<file path="src/rtl/deser_arbiter_pkg.sv">
// deser_arbiter_pkg: shared state encoding and id-width helper for the deserializer arbiter
package deser_arbiter_pkg;
  typedef enum logic [1:0] {IDLE, BUSY, FLUSH} state_t;
  function automatic int src_id_w(input int n);
    return ($clog2(n) > 1) ? $clog2(n) : 1;
  endfunction
endpackage

</file>
<file path="src/rtl/deser_arbiter_rr_arbiter.sv">
// rr_arbiter: combinational round-robin pick of the first requester at/after the pointer
module rr_arbiter
  import deser_arbiter_pkg::*;
#(
  parameter int N = 4,
  localparam int IW = src_id_w(N)
) (
  input  logic [N-1:0]  req_i,
  input  logic [IW-1:0] ptr_i,
  output logic [N-1:0]  gnt_o,
  output logic [IW-1:0] idx_o
);
  // walk offsets from farthest to nearest so the nearest requester wins
  always_comb begin
    gnt_o = '0;
    idx_o = '0;
    for (int i = N - 1; i >= 0; i--) begin
      if (req_i[(int'(ptr_i) + i) % N]) begin
        gnt_o = N'(1) << ((int'(ptr_i) + i) % N);
        idx_o = IW'((int'(ptr_i) + i) % N);
      end
    end
  end
endmodule

</file>
<file path="src/rtl/deser_arbiter.sv">
// deser_arbiter: shares one external MSB-first deserializer among SRC_CNT serial sources,
// one word per grant, tagging each completed word with its source id.
module deser_arbiter
  import deser_arbiter_pkg::*;
#(
  parameter int DATA_BUS_WIDTH = 16,
  parameter int SRC_CNT = 4,
  localparam int IW = src_id_w(SRC_CNT),
  localparam int CW = $clog2(DATA_BUS_WIDTH) + 1
) (
  input  logic                      clk_i,
  input  logic                      srst_ni,
  input  logic [SRC_CNT-1:0]        req_i,
  input  logic [SRC_CNT-1:0]        data_i,
  input  logic [SRC_CNT-1:0]        data_val_i,
  output logic [SRC_CNT-1:0]        gnt_o,
  output logic                      ser_data_o,
  output logic                      ser_data_val_o,
  output logic                      deser_srst_o,
  input  logic [DATA_BUS_WIDTH-1:0] deser_data_i,
  input  logic                      deser_data_val_i,
  output logic [DATA_BUS_WIDTH-1:0] data_o,
  output logic [IW-1:0]             src_id_o,
  output logic                      data_val_o,
  output logic                      abort_o
);
  state_t state_q, state_d;
  logic [SRC_CNT-1:0] gnt_q, gnt_d, arb_gnt;
  logic [IW-1:0] idx_q, idx_d, ptr_q, ptr_d, tag_q, tag_d, src_id_q, src_id_d, arb_idx, nxt_ptr;
  logic [CW-1:0] cnt_q, cnt_d;
  logic [DATA_BUS_WIDTH-1:0] data_q, data_d;
  logic tag_vld_q, tag_vld_d, data_val_q, data_val_d, abort_q, abort_d;
  logic bit_val, last;

  rr_arbiter #(.N(SRC_CNT)) u_rr (
    .req_i(req_i),
    .ptr_i(ptr_q),
    .gnt_o(arb_gnt),
    .idx_o(arb_idx)
  );

  assign bit_val = (state_q == BUSY) & data_val_i[idx_q];
  assign last = bit_val & (cnt_q == CW'(DATA_BUS_WIDTH - 1));
  assign nxt_ptr = (idx_q == IW'(SRC_CNT - 1)) ? '0 : idx_q + 1'b1;
  // a req drop on the last bit still lets that bit through
  assign ser_data_o = data_i[idx_q];
  assign ser_data_val_o = srst_ni & bit_val & (req_i[idx_q] | last);
  assign deser_srst_o = ~srst_ni | (state_q == FLUSH);
  assign gnt_o = gnt_q;
  assign data_o = data_q;
  assign src_id_o = src_id_q;
  assign data_val_o = data_val_q;
  assign abort_o = abort_q;

  always_comb begin
    state_d = state_q;
    gnt_d = gnt_q;
    idx_d = idx_q;
    ptr_d = ptr_q;
    cnt_d = cnt_q;
    tag_d = tag_q;
    tag_vld_d = tag_vld_q;
    data_d = data_q;
    src_id_d = src_id_q;
    data_val_d = 1'b0;
    abort_d = 1'b0;
    if (deser_data_val_i && tag_vld_q) begin
      data_d = deser_data_i;
      src_id_d = tag_q;
      data_val_d = 1'b1;
      tag_vld_d = 1'b0;
    end
    case (state_q)
      IDLE: if (|req_i) begin
        state_d = BUSY;
        gnt_d = arb_gnt;
        idx_d = arb_idx;
        cnt_d = '0;
      end
      BUSY: if (last) begin
        state_d = IDLE;
        gnt_d = '0;
        ptr_d = nxt_ptr;
        tag_d = idx_q;
        tag_vld_d = 1'b1;
      end else if (!req_i[idx_q]) begin
        state_d = FLUSH;
        gnt_d = '0;
        ptr_d = nxt_ptr;
        abort_d = 1'b1;
      end else if (bit_val) begin
        cnt_d = cnt_q + 1'b1;
      end
      default: state_d = IDLE;
    endcase
  end

  always_ff @(posedge clk_i) begin
    if (!srst_ni) begin
      state_q <= IDLE;
      gnt_q <= '0;
      idx_q <= '0;
      ptr_q <= '0;
      cnt_q <= '0;
      tag_q <= '0;
      tag_vld_q <= 1'b0;
      data_q <= '0;
      src_id_q <= '0;
      data_val_q <= 1'b0;
      abort_q <= 1'b0;
    end else begin
      state_q <= state_d;
      gnt_q <= gnt_d;
      idx_q <= idx_d;
      ptr_q <= ptr_d;
      cnt_q <= cnt_d;
      tag_q <= tag_d;
      tag_vld_q <= tag_vld_d;
      data_q <= data_d;
      src_id_q <= src_id_d;
      data_val_q <= data_val_d;
      abort_q <= abort_d;
    end
  end
endmodule
</file>
<file path="config.mk">
export PLATFORM = sky130hd
export DESIGN_NAME = deser_arbiter
export DESIGN_NICKNAME = d
export VERILOG_FILES = /design/src/rtl/deser_arbiter_pkg.sv /design/src/rtl/deser_arbiter_rr_arbiter.sv /design/src/rtl/deser_arbiter.sv
export SDC_FILE = /design/constraint.sdc
export NUM_CORES = 1
export LEC_CHECK = 0
export CAP_MARGIN = 20
export CORE_UTILIZATION = 44
export CTS_BUF_LIST = sky130_fd_sc_hd__clkbuf_4 sky130_fd_sc_hd__clkbuf_8
export DETAILED_ROUTE_END_ITERATION = 16
export GPL_ROUTABILITY_DRIVEN = 0
export PLACE_DENSITY = 0.89
export SLEW_MARGIN = 15
export SYNTH_ARGS = -nofsm -noshare
export SYNTH_HDL_FRONTEND = slang
export SYNTH_SLANG_ARGS = --single-unit
</file>
<file path="constraint.sdc">
create_clock -name clk_i -period 2.6 [get_ports clk_i]
set_input_delay 0.52 -clock clk_i [delete_from_list [all_inputs] [get_ports clk_i]]
set_output_delay 0.52 -clock clk_i [all_outputs]
set_load 0.02 [all_outputs]
</file>
==> out/qor.csv <==
stage,metric,value,unit
outcome,outcome,"complete, no violations",
yosys,Synth cell types,43,
pwr,Pwr Total,1.58,mW
yosys,Post-Synth Adder-Cell Area,6.76,%
global_routing,vias in the first global route,1857,
timing,Slew HR,59.4,%
yosys,top post-synthesis cells by count,"nand2_1, dfxtp_1, a21boi_0",
pwr,worst vdd ir,0.296,mV
yosys,"area leader, netlist",dfxtp_1,
clock_network,CTS tree,yes,
timing,"Slew Viols, Final",0,
global_routing,antenna violations before repair,0,
drt,Initial DRT Pass Iterations,4,
setup_path,Critical Path Sink Type,primary output,
drt,DRC Markers,0,
setup_path,flop2flop setup slack,0.43,ns
timing,final hold viol count,0,
drt,Post-Route WL,4720,um
hold_path,hold endpoint,data_o[5]$_SDFFE_PN0P_,
setup_path,Startpoint Class,input pin,
yosys,synth top area cells,"dfxtp_1, nand2_1, a21boi_0, ha_1, mux4_2",
global_routing,global route overflow,0,
yosys,Synth Area per Inst,9.13,um^2
timing,RSZ-0062 raised after global routing,false,
setup_path,worst reg2reg path depth,7,
setup_path,worst flop-to-flop path startpoint,ptr_q[0]$_SDFFE_PN0P_,
yosys,Post-Syn Instances,223,
yosys,fraction of the mapped netlist area in compound gates,19.9,%
clock_network,CTS Buf Count,5,
yosys,Synth top area share,37.3,%
yosys,asr flop ratio synth,0,%
die,Std-Cell Rows,24,
die,Initial Utilization,46.1,%
clock_network,"Clk Latency, worst-skew pair",0.28,ns
setup_path,CP required,2.08,ns
clock_network,CTS Buffer Depth,2,
yosys,largest family of logic cells by synthesized area,compound AO/OA/AOI/OAI gates,
timing,period utilisation layout,96.6,%
yosys,"Top FF cell, synth",dfxtp_1,
timing,final number of setup-violating endpoints,0,
hold_path,Hold Crit Class,reg2reg,
drt,Routed WL per cell,13.7,um
yosys,Post-Synthesis Cell Area,2040,um^2
yosys,Simple-Gate Fraction of Synth Area,19.8,%
cells_and_area,Fillers,371,
yosys,"EDFF count, synth",0,
die,Ports,58,
setup_path,crit-path max FO,2,
setup_path,Arrival @ worst endpoint,1.99,ns
clock_network,# H-tree levels,2,
global_routing,pin count of the biggest net entering global routing,24,
hold_path,min-delay src,data_o[5]$_SDFFE_PN0P_,
hold_path,hold path cells,2,
drt,DRT antenna net count,0,
timing,Fin Clk Skew,0.00248,ns
clock_network,"Reg clk slew, reported paths",0.07,ns
timing,Final min period,2.51,ns
cells_and_area,antenna cells,0,
clock_network,CTS root buf,clkbuf_8,
place,post-DP HPWL,3470,um
clock_network,clock sinks,38,
timing,fmax,398,MHz
timing,Slew @ Worst Pin,0.609,ns
job,max cap viols,0,
drt,DRT iter0 DRCs,57,
yosys,top-count cell post-synth,nand2_1,
yosys,Syn Nets,265,
yosys,sequential element share of the synthesized area,37.3,%
yosys,#FFs+latches synth,38,
place,number of buffers added on ports,57,
die,Die ar.,4910,um^2
die,Chip Height,70.0,um
pwr,P per Cell Area,553,nW/um^2
cells_and_area,area grow syn2layout,40.2,%
setup_path,RR Endpoint,gnt_o[2]$_SDFFE_PN0P_,
yosys,YS warnings,0,
die,Die X,70.0,um
cells_and_area,layout cells sized above 1,12.3,%
yosys,Synth Area in XOR/XNOR,0.860,%
global_routing,first-pass GRT wire length,8080,um
drt,vias per cell,5.45,
setup_path,kind of critical path,in2out,
drt,Via Count,1879,
timing,setup TNS,0,ns
clock_network,postcts setup bufs,0,
yosys,multiplexer area fraction after synthesis,11.7,%
global_routing,GRT Total Usage,20.8,%
cells_and_area,Layout Nets,334,
die,core box area,4410,um^2
pwr,Lkg Pwr,1.08,nW
## critical path: stages
cell	delay (ns)
clkdlybuf4s50_1	0.43
mux4_2	0.48
o2111a_1	0.24
dlygate4sd2_1	0.32
## metrics by stage
step | util [%] | cell area [um^2] | setup WS [ns] | cells | hold WS, ns
after floorplan | - | 2040 | 0.0889 | 223 | 0.441
after global placement | 62.1 | 2740 | -0.106 | 337 | 0.450
after detailed placement | 62.1 | 2740 | -0.144 | 337 | 0.457
after CTS | 64.7 | 2860 | 0.0729 | 345 | 0.466
after global routing | 64.7 | 2860 | 0.0422 | 345 | 0.484
final | 64.7 | 2860 | 0.0889 | 345 | 0.465
## worst max path at each step
stage / startpoint / endpoint / slack, ns / cells after the start
after global routing: req_i[0] / ser_data_val_o / 0.04 / 4
after global placement: req_i[3] / ser_data_val_o / -0.11 / 4
after floorplan: ptr_q[0]$_SDFFE_PN0P_ / gnt_o[2]$_SDFFE_PN0P_ / 0.09 / 9
final: req_i[0] / ser_data_val_o / 0.09 / 4
after CTS: req_i[0] / ser_data_val_o / 0.07 / 4
after detailed placement: req_i[0] / ser_data_val_o / -0.14 / 4
## registers in the layout, indices dropped and copies added (netlist names)
| signal | flops |
|---|---|
| data_o | 16 |
| cnt_q | 5 |
| gnt_o | 4 |
| idx_q | 2 |
| ptr_q | 2 |
| src_id_o | 2 |
| state_q | 2 |
| tag_q | 2 |
| abort_o | 1 |
| data_val_o | 1 |
| tag_vld_q | 1 |
## placed cells by master, fill, tap and decap left out, types with 3 or more instances in the layout
cell type / n
buf_4: 16
clkbuf_8: 5
o21ai_0: 6
nor4_1: 3
mux2_4: 3
nor2b_1: 6
nor2_1: 9
nand2b_1: 4
mux2i_1: 7
a221o_1: 4
a221oi_1: 4
ha_1: 11
a22o_1: 4
a21oi_1: 6
nand2_1: 46
mux4_2: 5
dfxtp_1: 38
clkdlybuf4s50_1: 56
nand3_1: 3
nor3_1: 4
a21boi_0: 19
inv_1: 6
## logic make-up (layout without fill, tap and decap cells)
family,Yosys count,count (layout)
simple gates,84,84
flops,38,38
compound gates,55,55
mux,16,16
fa+ha+maj,11,11
buf+inv,17,87
xor+xnor,2,2
## repair_timing
action                                  CTS  global route
resized for setup                         1             0
endpoints found under the setup margin    1             0
hold buffers                              0             0
## power breakdown
part	switching [mW]	internal [mW]	total, mW
clock	0.192	0.308	0.500
sequential	0.0230	0.607	0.630
combinational	0.218	0.231	0.449
## routing by layer
layer | part of all wire, % | track usage [%] | vias to the layer above
li1 | - | - | 932
met1 | 43 | 24.9 | 861
met2 | 49 | 34.7 | 78
met3 | 5.9 | 5.05 | 8
met4 | 1.8 | 10.4 | 0
met5 | 0 | 0 | -
## area by class of cell
type	instances	area, um^2	area share (%)
Multi-Input combinational cell	168	1200	42.2
Inverter	6	22.5	0.789
Clock buffer	7	83.8	2.94
Clock inverter	1	30.0	1.05
Tap cell	52	65.1	2.28
Timing Repair Buffer	73	689	24.1
Sequential cell	38	761	26.6
No activity file was read; power rests on OpenSTA's default activity.
